$ cat src/rtl/text_ram_arbiter_pkg.sv
// text_ram_arbiter_pkg
// Shared types for the text RAM arbiter, the renderer and the text-control path:
// requester IDs, the read-return tag, the arbiter FSM states and the default
// text-RAM geometry (80x30 cells, 32-bit char+attribute words).
package text_ram_arbiter_pkg;

  localparam int TEXT_ADDR_W = 12;
  localparam int TEXT_DATA_W = 32;

  typedef enum logic {
    REQ_RENDER = 1'b0,
    REQ_PARSER = 1'b1
  } req_id_e;

  typedef struct packed {
    logic    valid;
    req_id_e owner;
  } rd_tag_t;

  typedef enum logic {
    ST_IDLE = 1'b0,
    ST_FILL = 1'b1
  } arb_state_e;

  localparam rd_tag_t TAG_NONE = '{valid: 1'b0, owner: REQ_RENDER};

endpackage

$ cat src/rtl/text_ram_arbiter_if.sv
// text_ram_arbiter_if
// Bundles the renderer read port, the parser read/write port, the text RAM
// macro port and the optional fill-engine controls (TEXT_RAM_FILL_EN).
// Modports:
//   slave  - arbiter view (takes requests and RAM read data, drives grants,
//            valids, shared rdata, RAM strobes and busy/fill_done)
//   master - environment view (renderer, parser and RAM macro together)
interface text_ram_arbiter_if
  import text_ram_arbiter_pkg::*;
#(
  parameter int ADDR_W = TEXT_ADDR_W,
  parameter int DATA_W = TEXT_DATA_W
);
  logic              rd_req;
  logic [ADDR_W-1:0] rd_addr;
  logic              rd_gnt;
  logic              rd_valid;
  logic              pr_req;
  logic              pr_we;
  logic [ADDR_W-1:0] pr_addr;
  logic [DATA_W-1:0] pr_wdata;
  logic              pr_gnt;
  logic              pr_valid;
  logic [DATA_W-1:0] rdata;
  logic              ram_en;
  logic              ram_we;
  logic [ADDR_W-1:0] ram_addr;
  logic [DATA_W-1:0] ram_wdata;
  logic [DATA_W-1:0] ram_rdata;
  logic              busy;
`ifdef TEXT_RAM_FILL_EN
  logic              fill_start;
  logic [ADDR_W-1:0] fill_base;
  logic [ADDR_W:0]   fill_count;
  logic [DATA_W-1:0] fill_data;
  logic              fill_done;
`endif

  modport slave (
    input  rd_req, rd_addr, pr_req, pr_we, pr_addr, pr_wdata, ram_rdata,
    output rd_gnt, rd_valid, pr_gnt, pr_valid, rdata,
    output ram_en, ram_we, ram_addr, ram_wdata, busy
`ifdef TEXT_RAM_FILL_EN
    , input fill_start, fill_base, fill_count, fill_data
    , output fill_done
`endif
  );

  modport master (
    output rd_req, rd_addr, pr_req, pr_we, pr_addr, pr_wdata, ram_rdata,
    input  rd_gnt, rd_valid, pr_gnt, pr_valid, rdata,
    input  ram_en, ram_we, ram_addr, ram_wdata, busy
`ifdef TEXT_RAM_FILL_EN
    , output fill_start, fill_base, fill_count, fill_data
    , input fill_done
`endif
  );

endinterface

$ cat src/rtl/text_ram_tag_pipe.sv
// text_ram_tag_pipe
// RAM_LAT-deep shift register of read tags. A tag pushed in the grant cycle
// reaches the output exactly RAM_LAT cycles later, in step with the RAM data.
// Ports:
//   clk, rst (async, active-low) - clock / reset, reset drops in-flight tags
//   tag_in                       - tag for this cycle (invalid when no read)
//   rd_valid / pr_valid          - decoded one-cycle return strobes
module text_ram_tag_pipe
  import text_ram_arbiter_pkg::*;
#(
  parameter int RAM_LAT = 1
) (
  input  logic    clk,
  input  logic    rst,
  input  rd_tag_t tag_in,
  output logic    rd_valid,
  output logic    pr_valid
);

  rd_tag_t pipe [RAM_LAT];

  always_ff @(posedge clk or negedge rst) begin
    if (!rst) begin
      for (int i = 0; i < RAM_LAT; i++) pipe[i] <= TAG_NONE;
    end else begin
      pipe[0] <= tag_in;
      for (int i = 1; i < RAM_LAT; i++) pipe[i] <= pipe[i-1];
    end
  end

  assign rd_valid = pipe[RAM_LAT-1].valid && (pipe[RAM_LAT-1].owner == REQ_RENDER);
  assign pr_valid = pipe[RAM_LAT-1].valid && (pipe[RAM_LAT-1].owner == REQ_PARSER);

endmodule

$ cat src/rtl/text_ram_arbiter.sv
// text_ram_arbiter
// Cycle-by-cycle arbiter for the single-port text RAM. The renderer wins by
// default; the parser wins when alone or after MAX_WAIT lost cycles. Read data
// returns on the shared rdata bus, qualified by the issuer's valid strobe.
// Optional fill engine under macro TEXT_RAM_FILL_EN: writes fill_data to
// fill_count consecutive cells from fill_base, yielding to the renderer.
// Ports:
//   clk, rst (async, active-low)
//   bus (text_ram_arbiter_if.slave) - renderer, parser, RAM and fill signals
//
// FSM states (fill build only):
//   state   | meaning
//   ST_IDLE | normal renderer/parser arbitration
//   ST_FILL | fill engine owns idle RAM cycles, parser locked out
module text_ram_arbiter
  import text_ram_arbiter_pkg::*;
#(
  parameter int ADDR_W   = TEXT_ADDR_W,
  parameter int DATA_W   = TEXT_DATA_W,
  parameter int RAM_LAT  = 1,
  parameter int MAX_WAIT = 8
) (
  input logic                clk,
  input logic                rst,
  text_ram_arbiter_if.slave  bus
);

  localparam int WAIT_W = $clog2(MAX_WAIT + 1);

  logic [WAIT_W-1:0] wait_cnt;
  logic              wait_max;
  logic              rd_gnt, pr_gnt;
  logic              filling, fill_wr;
  logic [ADDR_W-1:0] fill_addr;
  logic [DATA_W-1:0] fill_wdata;
  rd_tag_t           tag_in;
  logic              rd_valid, pr_valid;

  assign wait_max = (wait_cnt == WAIT_W'(MAX_WAIT));

  // Grants are gated by rst so every output is quiet while reset is held.
  always_comb begin
    pr_gnt  = 1'b0;
    rd_gnt  = 1'b0;
    fill_wr = 1'b0;
    if (rst) begin
      pr_gnt  = bus.pr_req && !filling && (!bus.rd_req || wait_max);
      rd_gnt  = bus.rd_req && !pr_gnt;
      fill_wr = filling && !bus.rd_req;
    end
  end

  always_comb begin
    bus.ram_en    = 1'b0;
    bus.ram_we    = 1'b0;
    bus.ram_addr  = '0;
    bus.ram_wdata = '0;
    if (rd_gnt) begin
      bus.ram_en   = 1'b1;
      bus.ram_addr = bus.rd_addr;
    end else if (pr_gnt) begin
      bus.ram_en    = 1'b1;
      bus.ram_we    = bus.pr_we;
      bus.ram_addr  = bus.pr_addr;
      bus.ram_wdata = bus.pr_we ? bus.pr_wdata : '0;
    end else if (fill_wr) begin
      bus.ram_en    = 1'b1;
      bus.ram_we    = 1'b1;
      bus.ram_addr  = fill_addr;
      bus.ram_wdata = fill_wdata;
    end
  end

  always_ff @(posedge clk or negedge rst) begin
    if (!rst) begin
      wait_cnt <= '0;
    end else if (pr_gnt) begin
      wait_cnt <= '0;
    end else if (bus.pr_req && !wait_max) begin
      wait_cnt <= wait_cnt + WAIT_W'(1);
    end
  end

  // Writes and idle cycles push an invalid tag so the pipe stays aligned.
  always_comb begin
    tag_in       = TAG_NONE;
    tag_in.valid = rd_gnt || (pr_gnt && !bus.pr_we);
    tag_in.owner = pr_gnt ? REQ_PARSER : REQ_RENDER;
  end

  text_ram_tag_pipe #(.RAM_LAT(RAM_LAT)) u_tag_pipe (
    .clk      (clk),
    .rst      (rst),
    .tag_in   (tag_in),
    .rd_valid (rd_valid),
    .pr_valid (pr_valid)
  );

  assign bus.rd_gnt   = rd_gnt;
  assign bus.pr_gnt   = pr_gnt;
  assign bus.rd_valid = rd_valid;
  assign bus.pr_valid = pr_valid;
  assign bus.rdata    = (rd_valid || pr_valid) ? bus.ram_rdata : '0;

`ifdef TEXT_RAM_FILL_EN
  arb_state_e        state_q, state_d;
  logic [ADDR_W:0]   fill_left;
  logic [DATA_W-1:0] fill_data_q;
  logic              fill_done_q;
  logic              fill_last;
  logic              fill_accept;

  assign filling     = (state_q == ST_FILL);
  assign fill_accept = !filling && bus.fill_start;
  assign fill_last   = fill_wr && (fill_left == (ADDR_W+1)'(1));

  always_ff @(posedge clk or negedge rst) begin
    if (!rst) state_q <= ST_IDLE;
    else      state_q <= state_d;
  end

  always_comb begin
    state_d = state_q;
    case (state_q)
      ST_IDLE: if (fill_accept && (bus.fill_count != '0)) state_d = ST_FILL;
      ST_FILL: if (fill_last) state_d = ST_IDLE;
    endcase
  end

  // fill_left is a down-counter of writes still owed; the address wraps.
  always_ff @(posedge clk or negedge rst) begin
    if (!rst) begin
      fill_addr   <= '0;
      fill_left   <= '0;
      fill_data_q <= '0;
      fill_done_q <= 1'b0;
    end else begin
      fill_done_q <= (fill_accept && (bus.fill_count == '0)) || fill_last;
      if (fill_accept) begin
        fill_addr   <= bus.fill_base;
        fill_left   <= bus.fill_count;
        fill_data_q <= bus.fill_data;
      end else if (fill_wr) begin
        fill_addr <= fill_addr + ADDR_W'(1);
        fill_left <= fill_left - (ADDR_W+1)'(1);
      end
    end
  end

  assign fill_wdata    = fill_data_q;
  assign bus.busy      = filling;
  assign bus.fill_done = fill_done_q;
`else
  assign filling    = 1'b0;
  assign fill_addr  = '0;
  assign fill_wdata = '0;
  assign bus.busy   = 1'b0;
`endif

endmodule
$ cat src/flat_wrapper.sv
// flat-port wrapper written by rule: the top's interface ports become plain ports
module text_ram_arbiter_flat import text_ram_arbiter_pkg::*;
#(
  parameter int ADDR_W   = TEXT_ADDR_W,
  parameter int DATA_W   = TEXT_DATA_W,
  parameter int RAM_LAT  = 1,
  parameter int MAX_WAIT = 8
)
  (clk, rst, bus_rd_req, bus_rd_addr, bus_pr_req, bus_pr_we, bus_pr_addr, bus_pr_wdata, bus_ram_rdata, bus_rd_gnt, bus_rd_valid, bus_pr_gnt, bus_pr_valid, bus_rdata, bus_ram_en, bus_ram_we, bus_ram_addr, bus_ram_wdata, bus_busy);
  text_ram_arbiter_if #(.ADDR_W(ADDR_W), .DATA_W(DATA_W)) bus_i ();
  input logic clk;
  input logic rst;
  input wire logic [$bits(bus_i.rd_req)-1:0] bus_rd_req;
  input wire logic [$bits(bus_i.rd_addr)-1:0] bus_rd_addr;
  input wire logic [$bits(bus_i.pr_req)-1:0] bus_pr_req;
  input wire logic [$bits(bus_i.pr_we)-1:0] bus_pr_we;
  input wire logic [$bits(bus_i.pr_addr)-1:0] bus_pr_addr;
  input wire logic [$bits(bus_i.pr_wdata)-1:0] bus_pr_wdata;
  input wire logic [$bits(bus_i.ram_rdata)-1:0] bus_ram_rdata;
  output wire logic [$bits(bus_i.rd_gnt)-1:0] bus_rd_gnt;
  output wire logic [$bits(bus_i.rd_valid)-1:0] bus_rd_valid;
  output wire logic [$bits(bus_i.pr_gnt)-1:0] bus_pr_gnt;
  output wire logic [$bits(bus_i.pr_valid)-1:0] bus_pr_valid;
  output wire logic [$bits(bus_i.rdata)-1:0] bus_rdata;
  output wire logic [$bits(bus_i.ram_en)-1:0] bus_ram_en;
  output wire logic [$bits(bus_i.ram_we)-1:0] bus_ram_we;
  output wire logic [$bits(bus_i.ram_addr)-1:0] bus_ram_addr;
  output wire logic [$bits(bus_i.ram_wdata)-1:0] bus_ram_wdata;
  output wire logic [$bits(bus_i.busy)-1:0] bus_busy;
  assign bus_i.rd_req = bus_rd_req;
  assign bus_i.rd_addr = bus_rd_addr;
  assign bus_i.pr_req = bus_pr_req;
  assign bus_i.pr_we = bus_pr_we;
  assign bus_i.pr_addr = bus_pr_addr;
  assign bus_i.pr_wdata = bus_pr_wdata;
  assign bus_i.ram_rdata = bus_ram_rdata;
  assign bus_rd_gnt = bus_i.rd_gnt;
  assign bus_rd_valid = bus_i.rd_valid;
  assign bus_pr_gnt = bus_i.pr_gnt;
  assign bus_pr_valid = bus_i.pr_valid;
  assign bus_rdata = bus_i.rdata;
  assign bus_ram_en = bus_i.ram_en;
  assign bus_ram_we = bus_i.ram_we;
  assign bus_ram_addr = bus_i.ram_addr;
  assign bus_ram_wdata = bus_i.ram_wdata;
  assign bus_busy = bus_i.busy;
  text_ram_arbiter #(.ADDR_W(ADDR_W), .DATA_W(DATA_W), .RAM_LAT(RAM_LAT), .MAX_WAIT(MAX_WAIT)) u_core (.clk(clk), .rst(rst), .bus(bus_i));
endmodule
$ cat config.mk
export PLATFORM = sky130hd
export DESIGN_NAME = text_ram_arbiter_flat
export DESIGN_NICKNAME = d
export VERILOG_FILES = /design/src/rtl/text_ram_arbiter_pkg.sv /design/src/rtl/text_ram_arbiter_if.sv /design/src/rtl/text_ram_tag_pipe.sv /design/src/rtl/text_ram_arbiter.sv /design/src/flat_wrapper.sv
export SDC_FILE = /design/constraint.sdc
export NUM_CORES = 1
export LEC_CHECK = 0
export ABC_AREA = 1
export BUFFER_PORTS_ARGS = -buffer_cell sky130_fd_sc_hd__buf_2
export CORE_AREA = 2 2 67 69
export CTS_CLUSTER_SIZE = 40
export DETAILED_ROUTE_END_ITERATION = 8
export DIE_AREA = 0 0 69 71
export PLACE_DENSITY_LB_ADDON = 0.05
export SLEW_MARGIN = 10
export SYNTH_ARGS = -nofsm -noshare
export SYNTH_HDL_FRONTEND = slang
export SYNTH_SLANG_ARGS = --single-unit
$ cat constraint.sdc
create_clock -name clk -period 3.2 [get_ports clk]
set_input_delay 0.32 -clock clk [delete_from_list [all_inputs] [get_ports clk]]
set_output_delay 0.32 -clock clk [all_outputs]
set_load 0.03 [all_outputs]
### Yosys cells after proc, flatten, opt, wreduce, memory -nomap -nowiden

Index checks and enable logic that the tools add are counted.

| cells by class | value |
|---|---|
| $add $sub $neg | 1 |
| $mul | 0 |
| div/mod/pow operators | 0 |
| order comparisons | 0 |
| equal/unequal tests | 1 |
| shift-type cells | 0 |
| mux-type cells | 14 |
| bitwise logic cells | 1 |
| reduce and logical (&&, ||, !) cells | 14 |

Operators with widths:

| kind | count |
|---|---|
| $mux 32 | 4 |
| $mux 12 | 2 |
| $mux 4 | 2 |
| $logic_and 1x1->1 | 6 |
| $mux 1 | 6 |
| $add 4x1->4 const B | 1 |
| $eq 4x4->1 const B | 1 |
| $logic_not 1->1 | 4 |
| $logic_or 1x1->1 | 3 |
| $reduce_bool 2->1 | 1 |
| $not 1->1 | 1 |

| word-level totals | value |
|---|---|
| register bits after elaboration | 6 |
| latch bits | 0 |
| memory bits (writable) | 0 |
| bits in read-only memories | 0 |
| input bits | 93 |
| output and inout bits | 83 |
| memories | 0 |

### Longest topological paths before layout

Gate-level depths: netlist of the first run.

| logic depth | value |
|---|---|
| word-level depth | 7 |
| mapped depth | 8 |
| mapped depth without buffers | 8 |

### Hierarchy

From an unflattened synthesis of the first run, not the netlist that was laid out.

| unflattened totals | value |
|---|---|
| cell total of the unflattened synthesis | 234 |
| area, all modules | 1300.0 µm² |

Modules (own cells, without submodules):

| module | times used | cells an instance | area each (µm²) |
|---|---|---|---|
| text_ram_arbiter | 1 | 228 | 1232.4 |
| text_ram_tag_pipe | 1 | 6 | 67.6 |

### Worst setup path before layout of the first run

Ideal clock, no wire load.

| timing path | value |
|---|---|
| kind | register -> output |
| from | register u_core.wait_cnt[0] |
| to | output port bus_ram_wdata[10] |
| arrival time | 1.496 ns |
| data required time | 2.880 ns |
| setup slack | 1.384 ns |
| cell stages (with the launch flop) | 8 |
| cell sequence | dfrtp_1 -> inv_1 -> ha_1 -> nand3_2 -> nand2_4 -> nand3_2 -> buf_2 -> nor2_1 |

| on the way | value |
|---|---|
| longest elaborated chain between the ends | 7 |
| elaborated cells on any way between the ends | 9 |
| classes of those cells | eq/ne (1); mux (4); reduce/logical (4) |

Ends and longest elaborated chain:

| element | RTL line | RTL |
|---|---|---|
| start, declared | text_ram_arbiter.sv:30 | `logic [WAIT_W-1:0] wait_cnt;` |
| start signal, assigned | text_ram_arbiter.sv:80 | `wait_cnt <= wait_cnt + WAIT_W'(1);` |
| $eq 4x4->1 * | text_ram_arbiter.sv:39 | `assign wait_max = (wait_cnt == WAIT_W'(MAX_WAIT));` |
| $logic_or 1x1->1 * | text_ram_arbiter.sv:47 | `pr_gnt = bus.pr_req && !filling && (!bus.rd_req \|\| wait_max);` |
| $logic_and 1x1->1 * | text_ram_arbiter.sv:47 |  |
| $logic_not 1->1 | text_ram_arbiter.sv:48 | `rd_gnt = bus.rd_req && !pr_gnt;` |
| $logic_and 1x1->1 | text_ram_arbiter.sv:48 |  |
| $mux 1 | text_ram_arbiter.sv:46 | `if (rst) begin` |
| $mux 32 * | text_ram_arbiter.sv:58 | `if (rd_gnt) begin` |
| end, declared | flat_wrapper.sv:28 | `output wire logic [$bits(bus_i.ram_wdata)-1:0] bus_ram_wdata;` |

Mark *: on every way between the ends. The rest lies on a longest branch, timed or not.

### Worst setup path after layout of the first run

| timing path | value |
|---|---|
| from | register u_core.wait_cnt[0] |
| to | output port bus_ram_wdata[31] |

Same word-level chain as after synthesis.

==> reports/results.txt, run 1 <==
r2r setup slk: 1.49 ns
hold crit path type: in -> async
Routed WL: 4410 um
CP endpoint kind: output pin
Iteration-0 DRC Markers: 74
TNS Setup: 0 ns
Yosys top cell area share: 26.3%
Critical Path RT: 2.88 ns
global route overflow: 0
reg-to-reg endpoint: u_core.u_tag_pipe.pipe[1]$_DFF_PN0_
Final Hold Viols: 0
Crit Path Max Fanout: 30
Unique masters post-synth: 18
largest net degree at the start of global routing: 35
Pre-antenna DRT Iters: 4
Cells after Synth: 234
Vias: 1895
post-cts sizing count: 0
maximum vdd drop: 0.000142 V
Critical R2R Launch: u_core.wait_cnt[0]$_DFFE_PN0P_
DRC errors left: 0
Slew HR: 36.6%
die height: 71 um
largest family of logic cells by synthesized area: simple AND/OR/NAND/NOR gates
Leakage: 1.61 nW
initial antenna violation count: 0
mux share of post-synthesis cell area: 0%
Clk Latency, worst-skew pair: 0.22 ns
DIE WIDTH: 69 um
Cell Count, Final, Fillers Out: 445
via/cell ratio: 4.26
Top Ports: 176
net load switching power: 310 uW
average wire per standard cell: 9.92 um
worst path cell trace: inv_1 -> ha_1 -> nand3_2 -> nand2_4 -> nand3_2 -> buf_12 -> nor2_1 -> buf_2
Syn Std Cell Area: 1300 um2
Synth Area in Adders: 1.92%
Sw Share: 49.8%
CTS tree: done
max cap viols: 0
synth top area cells: nand2_1 26%, nor2_4 16%, inv_1 12%
hold_buf cts: 0
clock power share: 17.5%
# rows: 24
dpl cells: 442
Final Max Slew Viols: 0
largest area contributor in the netlist: nand2_1
Setup Skew: 0.00305 ns
die area: 4900 um2
Critical Path Max Stage Delay: 0.40 ns
Crit Path Category: reg -> out
Final setup viols: 0
xor/xnor share of the synthesized area: 0%
first-pass GRT wire length: 7290 um
FF-to-FF path depth: 7
RSZ-0062 raised after global routing: false
PwrDens: 287 nW/um2
Worst path most repeated cell: nand3_2
post-route ant nets: 0
crit-path leading delay family: simple AND/OR/NAND/NOR gates
area fraction in compound gates after synthesis: 0.481%
proportion of layout cells with a drive suffix above 1: 51.1%
yosys warns: 0
Power Total: 623 uW
sequential share of power: 21.4%
outcome: completed
Seq cells post-synth: 6
Setup crit start kind: flip-flop
Sink Count: 6
Initial Utilization: 30.9%
postcts setup bufs: 0
Avg Cell Area, Syn: 5.56 um2
combinational share of power: 61.1%
measured slew at the worst slew-check pin: 0.951 ns
simple-gate share of the synthesized area: 63.6%
post-layout util: 51.6%
worst path bufs/invs: 3
Syn-to-layout area delta: 67.0%
critical path arrival: 2.01 ns
n_diodes: 0
Final GP Congestion: 0.773
IO buf count: 174
cts bufs inserted: 3
total global-route track usage: 17.5%
H-tree depth: 1
synthesized net count: 329
period utilization: 72.7%
clock buffer depth: 2
fin crit period: 2.33 ns
clk slew on worst S/H paths: 0.04 ns
HPWL Detailed: 3590 um
Core Region: 4200 um2
fmax: 430 MHz
vias in the first global route: 1656
# nets final: 490
Seq/Total Area, Yosys: 11.5%
Cell Int Power: 313 uW
Crit-path slowest cell: dfrtp_1
root buf cell: clkbuf_8
-- area by class of cell --
class / count / area [um2]
timing repair buffer: 175 / 891
sequential: 6 / 150
inverter: 43 / 161
fill: 450 / 2030
multi-input combinational: 166 / 862
tap: 52 / 65.1
clock buffer: 3 / 41.3
-- sequential cells by signal, summed over array words and instances, names as in the netlist --
name	flops
u_core.wait_cnt	4
u_core.u_tag_pipe.pipe	2
-- per-layer routing --
metal  vias up  track usage [%]  part of all wire, %
met1       782             19.7                   40
met4         0             5.45                  1.2
met5         -                0                    0
met3         4             4.27                  9.8
li1       1007                -                    -
met2       102             32.4                   49
-- synthesized netlist by cell type, drive strengths merged --
master	count
nor2	38
conb	1
nand3	17
a31oi	1
dfrtp	6
clkbuf	8
buf	11
inv	43
nand4	14
nand2	93
ha	2
-- cell usage in the layout (no fill, tap or decap) --
master,count
nor2_4,19
a31oi_1,1
clkbuf_8,3
buf_12,1
dfrtp_1,6
nand3_1,15
buf_2,174
nand3_2,2
nor2_1,19
nand2_4,1
conb_1,1
nand2_1,91
nand2_2,1
ha_1,2
nand4_1,14
inv_1,43
-- stage by stage --
step	setup slack [ns]	hold WS, ns	instance area (um2)
2_1_floorplan	1.38	0.0244	1300
3_3_place_gp	1.15	0.257	2130
3_5_place_dp	1.11	0.259	2130
4_1_cts	0.858	0.0246	2170
5_1_grt	0.718	0.0418	2170
6_report	0.874	0.0240	2170
-- how the worst max path moves through the flow --
stage                                         startpoint           endpoint  slack [ns]  depth (start not counted)
after global routing      u_core.wait_cnt[0]$_DFFE_PN0P_  bus_ram_wdata[31]        0.72                          8
after detailed placement  u_core.wait_cnt[0]$_DFFE_PN0P_   bus_ram_wdata[1]        1.11                          8
final                     u_core.wait_cnt[0]$_DFFE_PN0P_  bus_ram_wdata[31]        0.87                          8
after global placement    u_core.wait_cnt[0]$_DFFE_PN0P_         bus_ram_we        1.15                          8
after CTS                 u_core.wait_cnt[0]$_DFFE_PN0P_  bus_ram_wdata[31]        0.86                          8
after floorplan           u_core.wait_cnt[0]$_DFFE_PN0P_  bus_ram_wdata[10]        1.38                          7
-- power by group through the flow --
stage                     Clock [mW]  Combinational (mW)  Sequential [mW]
after global routing           0.117               0.423            0.138
after detailed placement           0               0.384            0.133
final                          0.109               0.381            0.133
after global placement             0               0.381            0.133
after CTS                      0.114               0.385            0.132
after floorplan                    0               0.279            0.119
-- worst reg2reg max path, cell delays in order (launching register included) --
cell and delay, ns:
dfrtp_1 0.40, inv_1 0.08, ha_1 0.19, nand3_2 0.14, nand2_4 0.18, nand2_1 0.29
nand2_1 0.24, nand2_1 0.07
-- kinds of logic (layout without fill, tap and decap cells) --
logic type | count (synthesis) | count (layout)
and+or+nand+nor | 162 | 162
buffers and inverters | 62 | 221
other | 1 | 1
DFF | 6 | 6
adders and majority gates | 2 | 2
AOI/OAI and AO/OA | 1 | 1
No activity file was read; power rests on OpenSTA's default activity.
==> inputs of run 2 (changes only) <==
Settings changed: ABC_AREA 1 to 0, CORE_AREA 2 2 67 69 to 2 2 68 70, DIE_AREA 0 0 69 71 to 0 0 70 72.
Clock period 3.2 ns to 1.9 ns, I/O delays scaled along.
==> run 2 against run 1 <==
Against the previous run:
- total power is 87% higher
- hold slack better by 0.28 ns
- utilization is 7.5 points higher
- routed wire length is 15% higher
- die area is 2.9% higher
- the flow now finishes with violations (setup timing)
- global-route usage is 0.37 points lower
==> reports/results.txt, run 2 <==
clock power share: 16.7% (was 17.5%)
Vias: 1646 (was 1895)
failing checks: setup timing
Sink Count: 6 (unchanged)
Pre-antenna DRT Iters: 4 (unchanged)
Avg Cell Area, Syn: 7.43 um2 (was 5.56 um2)
yosys warns: 0 (unchanged)
initial antenna violation count: 0 (unchanged)
Setup crit start kind: flip-flop (unchanged)
reg-to-reg endpoint: u_core.wait_cnt[0]$_DFFE_PN0P_ (was u_core.u_tag_pipe.pipe[1]$_DFF_PN0_)
Critical Path RT: 1.71 ns (was 2.88 ns)
Crit-path slowest cell: dfrtp_1 (unchanged)
outcome: complete, but fails checks (was completed)
die area: 5040 um2 (was 4900 um2)
max FFs per register: 4 (unchanged)
Post-synth EDFFs: 0 (unchanged)
via/cell ratio: 4.49 (was 4.26)
Seq/Total Area, Yosys: 16.0% (was 11.5%)
FF-to-FF path depth: 9 (was 7)
count leader, synth: and2_1 (was nand2_1)
Sw Share: 42.3% (was 49.8%)
Setup Skew: 0.00558 ns (was 0.00305 ns)
DIE WIDTH: 70 um (was 69 um)
Final setup viols: 47 (was 0)
root buf cell: clkbuf_8 (unchanged)
proportion of layout cells with a drive suffix above 1: 72.1% (was 51.1%)
CTS tree: done (unchanged)
vias in the first global route: 1464 (was 1656)
Unique masters post-synth: 26 (was 18)
clock buffer depth: 2 (unchanged)
global route overflow: 0 (unchanged)
total global-route track usage: 17.1% (was 17.5%)
worst path bufs/invs: 5 (was 3)
Cell Count, Final, Fillers Out: 367 (was 445)
critical path arrival: 1.84 ns (was 2.01 ns)
Initial Utilization: 21.9% (was 30.9%)
r2r setup slk: 0.28 ns (was 1.49 ns)
# rows: 24 (unchanged)
TNS Setup: -3.98 ns (was 0 ns)
first-pass GRT wire length: 7000 um (was 7290 um)
CP endpoint kind: output pin (unchanged)
largest area contributor in the netlist: and2_1 (was nand2_1)
hold crit path type: in -> reg (was in -> async)
RSZ-0062 raised after global routing: true (was false)
Worst path most repeated cell: buf_6 (was nand3_2)
Crit Path Max Fanout: 5 (was 30)
most common cell after layout, fill and taps aside: buf_2 (unchanged)
Slew HR: 66.5% (was 36.6%)
combinational share of power: 66.6% (was 61.1%)
dpl cells: 347 (was 442)
final instance area: 2520 um2 (was 2170 um2)
synth top area cells: and2_1 23%, and3_1 21%, dfrtp_1 16% (was nand2_1 26%, nor2_4 16%, inv_1 12%)
most frequent cells after synthesis: 34 x and2_1, 32 x and3_1, 12 x a22o_1 (was 91 x nand2_1, 43 x inv_1, 19 x nor2_1, 19 x nor2_4, 15 x nand3_1)
Yosys top cell area share: 22.7% (was 26.3%)
Iteration-0 DRC Markers: 17 (was 74)
clk slew on worst S/H paths: 0.04 ns (about the same)
top flop regs: u_core.wait_cnt (4), u_core.u_tag_pipe.pipe (2) (unchanged)
hold path start: bus_pr_req
crit-path leading delay family: buffers and inverters (was simple AND/OR/NAND/NOR gates)
Final Hold Viols: 0 (unchanged)
Final GP Congestion: 0.767 (was 0.773)
dpl cell area: 1890 um2 (was 2130 um2)
final setup slack of the worst path: -0.132 ns (was 0.874 ns)
DRC errors left: 0 (unchanged)
Routed WL: 5070 um (was 4410 um)
cts bufs inserted: 3 (unchanged)
Main synth FF type: dfrtp_1 (unchanged)
Crit Path Category: reg -> out (unchanged)
largest reg by FF count: u_core.wait_cnt (unchanged)
fmax: 492 MHz
largest net degree at the start of global routing: 35 (unchanged)
Critical Path Max Stage Delay: 0.39 ns (was 0.40 ns)
Clk Latency, worst-skew pair: 0.23 ns (was 0.22 ns)
Core Region: 4260 um2 (was 4200 um2)
Syn Std Cell Area: 936 um2 (was 1300 um2)
Syn-to-layout area delta: 170% (was 67.0%)
die height: 72 um (was 71 um)
fin crit period: 2.03 ns
n_diodes: 0 (unchanged)
Cells after Synth: 126 (was 234)
hold endpoint: u_core.wait_cnt[0]$_DFFE_PN0P_
H-tree depth: 1 (unchanged)
sequential share of power: 16.6% (was 21.4%)
Final Max Slew Viols: 0 (unchanged)
maximum vdd drop: 0.000301 V (was 0.000142 V)
Critical R2R Launch: u_core.wait_cnt[1]$_DFFE_PN0P_ (was u_core.wait_cnt[0]$_DFFE_PN0P_)
Power Total: 1.16 mW (was 623 uW)
worst path cell trace: inv_2 -> ha_4 -> nand3b_4 -> a211oi_4 -> buf_6 -> buf_8 -> buf_6 -> a22o_1 -> buf_6 (was inv_1 -> ha_1 -> nand3_2 -> nand2_4 -> nand3_2 -> buf_12 -> nor2_1 -> buf_2)
average wire per standard cell: 13.8 um (was 9.92 um)
Cell Int Power: 672 uW (was 313 uW)
IO buf count: 174 (unchanged)
post-route ant nets: 0 (unchanged)
synthesized net count: 221 (was 329)
Min-Delay Path Depth: 3
# nets final: 412 (was 490)
most frequent cells in the layout: 127 x buf_2, 52 x buf_6, 33 x and2_1 (was 174 x buf_2, 91 x nand2_1, 43 x inv_1)
measured slew at the worst slew-check pin: 0.503 ns (was 0.951 ns)
Leakage: 1.49 nW (was 1.61 nW)
max cap viols: 0 (unchanged)
HPWL Detailed: 3500 um (was 3590 um)
async set-or-reset flop fraction in the synthesized netlist: 100% (unchanged)
PwrDens: 462 nW/um2 (was 287 nW/um2)
net load switching power: 493 uW (was 310 uW)
Top Ports: 176 (unchanged)
period utilization: 107%
Seq cells post-synth: 6 (unchanged)
run 2: cell types whose count changed after synthesis, sizes merged, moves of 2 or more:
| cell | change |
|---|---|
| nand2 | -90 |
| inv | -38 |
| a22o | +12 |
| a21oi | +4 |
| and3 | +32 |
| nand4 | -13 |
| nand3 | -16 |
| buf | -7 |
| nor2 | -37 |
| o21ai | +2 |
| and2 | +34 |
run 2: worst reg2reg max path, stage by stage (launching register included):
cell and delay, ns:
dfrtp_1 0.39, inv_2 0.09, ha_4 0.14, nand3b_4 0.09, a211oi_4 0.26, buf_6 0.15, buf_8 0.11, buf_6 0.11
buf_4 0.12, a21oi_1 0.04
run 2: logic make-up after synthesis:
kind of cell,Yosys count,share of synthesized area (%)
buf+inv,18,9.22
other cells,1,0.401
xor+xnor,1,0.936
fa+ha+maj,2,2.67
flops,6,16.0
simple gates,77,52.0
compound gates,21,18.7
run 2: timing repair:
item / 4_1_cts / 5_1_grt
setup buffers: 7 / 7
setup endpoints to repair: 47 / 47
pin swaps: 3 / 7
endpoints found under the hold margin: 6 / 0
gates resized for setup: 87 / 44
gates cloned: 1 / 2
hold buffers: 1 / 0
run 2: power by group through the flow:
stage,Combinational (mW),Clock [mW],Sequential [mW]
floorplan,0.376,0,0.189
global placement,0.619,0,0.189
detailed placement,0.612,0,0.190
CTS,0.718,0.202,0.191
global route,0.835,0.211,0.200
finish,0.776,0.195,0.194
run 2: cell type report:
cell class / instances / area, um2
clock buffers: 3 / 41.3
fillers: 363 / 1740
inverters: 5 / 18.8
multi-input cells: 102 / 803
flip-flops and latches: 6 / 150
well taps: 52 / 65.1
repair buffers: 199 / 1440
run 2: worst max path at each step:
stage / slack (ns) / from / cells past startpoint / endpoint
after floorplan: 0.06 / u_core.wait_cnt[0]$_DFFE_PN0P_ / 6 / bus_ram_addr[10]
after global placement: 0.08 / u_core.wait_cnt[0]$_DFFE_PN0P_ / 7 / bus_ram_wdata[23]
after detailed placement: 0.07 / u_core.wait_cnt[1]$_DFFE_PN0P_ / 7 / bus_ram_addr[6]
after CTS: -0.08 / u_core.wait_cnt[0]$_DFFE_PN0P_ / 9 / bus_ram_addr[4]
after global routing: -0.22 / u_core.wait_cnt[1]$_DFFE_PN0P_ / 9 / bus_ram_addr[4]
final: -0.13 / u_core.wait_cnt[1]$_DFFE_PN0P_ / 9 / bus_ram_addr[4]
run 2: through the flow:
stage          hold slack, ns  worst slack (ns)  utilization [%]
6_report                0.308            -0.132             59.2
5_1_grt                 0.329            -0.220             59.2
4_1_cts                 0.291           -0.0842             53.8
3_5_place_dp            0.112            0.0669             44.3
3_3_place_gp            0.112            0.0823             44.3
2_1_floorplan          -0.106            0.0601                -
run 2: per-layer routing:
layer,global-route usage (%),vias up,wire length [um]
li1,-,814,-
met1,18.4,724,1780
met2,32.1,102,2670
met3,5.42,6,563
met4,5.34,0,59
met5,0,-,0
==> inputs of run 3 (changes only) <==
Settings changed: TNS_END_PERCENT set to 50.
==> run 3 against run 2 <==
Against the previous run:
- the run still ends with setup timing left
- combinational power decreased by 2%
- clock-buffer cell count is the same
- die area did not move
- first-iteration DRC count rose by 41%
- final cell count is 0.54% lower
- global-route usage fell by 0.29 points
- sequential power about the same
- via count decreased by 1.4%
- critical path type unchanged
- critical endpoint unchanged
==> reports/results.txt, run 3 (synthesis results as in run 2) <==
clock buffer depth: 2 (unchanged)
Vias: 1623 (was 1646)
Final Max Slew Viols: 0 (unchanged)
Setup Skew: 0.00411 ns (was 0.00558 ns)
PwrDens: 464 nW/um2 (was 462 nW/um2)
worst path bufs/invs: 5 (unchanged)
most frequent cells in the layout: 128 x buf_2, 51 x buf_6, 33 x and2_1 (was 127 x buf_2, 52 x buf_6, 33 x and2_1)
CP endpoint kind: output pin (unchanged)
Final setup viols: 47 (unchanged)
Critical Path Max Stage Delay: 0.39 ns (about the same)
# rows: 24 (unchanged)
post-layout util: 58.1% (was 59.2%)
initial antenna violation count: 0 (unchanged)
Clk Latency, worst-skew pair: 0.22 ns (was 0.23 ns)
max FFs per register: 4 (unchanged)
Leakage: 1.49 nW (about the same)
Initial Utilization: 21.9% (unchanged)
vias in the first global route: 1433 (was 1464)
hold crit path type: in -> reg (unchanged)
H-tree depth: 1 (unchanged)
maximum vdd drop: 0.000286 V (was 0.000301 V)
Power Total: 1.15 mW (was 1.16 mW)
failing checks: setup timing (unchanged)
largest reg by FF count: u_core.wait_cnt (unchanged)
largest net degree at the start of global routing: 35 (unchanged)
cts bufs inserted: 3 (unchanged)
IO buf count: 174 (unchanged)
die height: 72 um (unchanged)
footprint of the multi-input gates: 778 um2 (was 803 um2)
Iteration-0 DRC Markers: 24 (was 17)
Critical R2R Launch: u_core.wait_cnt[1]$_DFFE_PN0P_ (unchanged)
root buf cell: clkbuf_8 (unchanged)
Setup crit start kind: flip-flop (unchanged)
hold path start: bus_pr_req (unchanged)
DRC errors left: 0 (unchanged)
proportion of layout cells with a drive suffix above 1: 70.0% (was 72.1%)
Final Hold Viols: 0 (unchanged)
period utilization: 108% (was 107%)
Routed WL: 4940 um (was 5070 um)
Core Region: 4260 um2 (unchanged)
Crit Path Max Fanout: 6 (was 5)
worst path cell trace: inv_2 -> ha_4 -> nand3b_4 -> a211oi_4 -> buf_6 -> buf_8 -> buf_6 -> a22o_1 -> buf_6 (unchanged)
Syn-to-layout area delta: 165% (was 170%)
die area: 5040 um2 (unchanged)
post-route ant nets: 0 (unchanged)
Crit-path slowest cell: dfrtp_1 (unchanged)
fin crit period: 2.05 ns (was 2.03 ns)
dpl cells: 347 (unchanged)
first-pass GRT wire length: 6880 um (was 7000 um)
Worst path most repeated cell: buf_6 (unchanged)
max cap viols: 0 (unchanged)
Seq. cell area: 150 um2 (unchanged)
CTS tree: done (unchanged)
outcome: complete, but fails checks (unchanged)
fmax: 487 MHz (was 492 MHz)
# nets final: 410 (was 412)
crit-path leading delay family: buffers and inverters (unchanged)
via/cell ratio: 4.45 (was 4.49)
Crit Path Category: reg -> out (unchanged)
most common cell after layout, fill and taps aside: buf_2 (unchanged)
pre-CTS WS: 0.0669 ns (unchanged)
Final GP Congestion: 0.767 (unchanged)
global route overflow: 0 (unchanged)
Critical Path RT: 1.71 ns (about the same)
Top Ports: 176 (unchanged)
Cell Count, Final, Fillers Out: 365 (was 367)
average wire per standard cell: 13.5 um (was 13.8 um)
n_diodes: 0 (unchanged)
critical path arrival: 1.86 ns (was 1.84 ns)
fillers: 374 (was 363)
final setup slack of the worst path: -0.154 ns (was -0.132 ns)
top flop regs: u_core.wait_cnt (4), u_core.u_tag_pipe.pipe (2) (unchanged)
hold slack final: 0.321 ns (was 0.308 ns)
HPWL Detailed: 3500 um (unchanged)
total global-route track usage: 16.8% (was 17.1%)
Pre-antenna DRT Iters: 4 (unchanged)
clk slew on worst S/H paths: 0.04 ns (about the same)
RSZ-0062 raised after global routing: true (unchanged)
Critical path origin: u_core.wait_cnt[1]$_DFFE_PN0P_ (unchanged)
DIE WIDTH: 70 um (unchanged)
Sink Count: 6 (unchanged)
[run 3: what timing repair did]
item,4_1_cts,5_1_grt
hold endpoints to repair,6,0
setup endpoints to repair,47,47
setup buffers,6,6
pin swaps,3,8
hold buffers,1,0
cloned,1,2
gates resized for setup,85,37
[run 3: layout make-up]
class | instances | share of cell area (%)
timing repair buffer | 197 | 57.5
multi-input combinational | 102 | 31.4
inverter | 5 | 0.758
sequential | 6 | 6.06
clock buffer | 3 | 1.67
tap | 52 | 2.63
[run 3: where the power goes]
part	internal [mW]	switching, mW	total [mW]
registers	0.161	0.0318	0.193
clock network	0.136	0.0564	0.193
logic	0.364	0.399	0.763
[run 3: tightest hold or removal path: stages]
cell and delay (ns):
buf_2 0.15, nand3_1 0.10, a21oi_1 0.06
[run 3: layer usage]
| layer | up-vias | share of wire, % | track usage, % |
|---|---|---|---|
| li1 | 809 | - | - |
| met1 | 706 | 35 | 18.4 |
| met2 | 102 | 52 | 31.1 |
| met4 | 0 | 1.2 | 5.34 |
| met3 | 6 | 12 | 5.28 |
| met5 | - | 0 | 0 |
[run 3: metrics by stage]
stage / setup TNS (ns) / area (um2)
global route: -7.85 / 2480
finish: -4.36 / 2480
floorplan: 0 / 936
detailed placement: 0 / 1890
global placement: 0 / 1890
CTS: -1.95 / 2280
[run 3: final timing paths]
check | slack, ns | to | cells past startpoint
worst max-delay path | -0.15 | bus_ram_addr[4] | 9
min in group asynchronous | 0.49 | u_core.wait_cnt[1]$_DFFE_PN0P_ | 3
max in group asynchronous | 1.17 | u_core.u_tag_pipe.pipe[1]$_DFF_PN0_ | 3
worst max register to register | 0.26 | u_core.wait_cnt[3]$_DFFE_PN0P_ | 9
worst min register to register | 0.59 | u_core.wait_cnt[2]$_DFFE_PN0P_ | 2
worst min-delay path | 0.32 | u_core.wait_cnt[0]$_DFFE_PN0P_ | 3
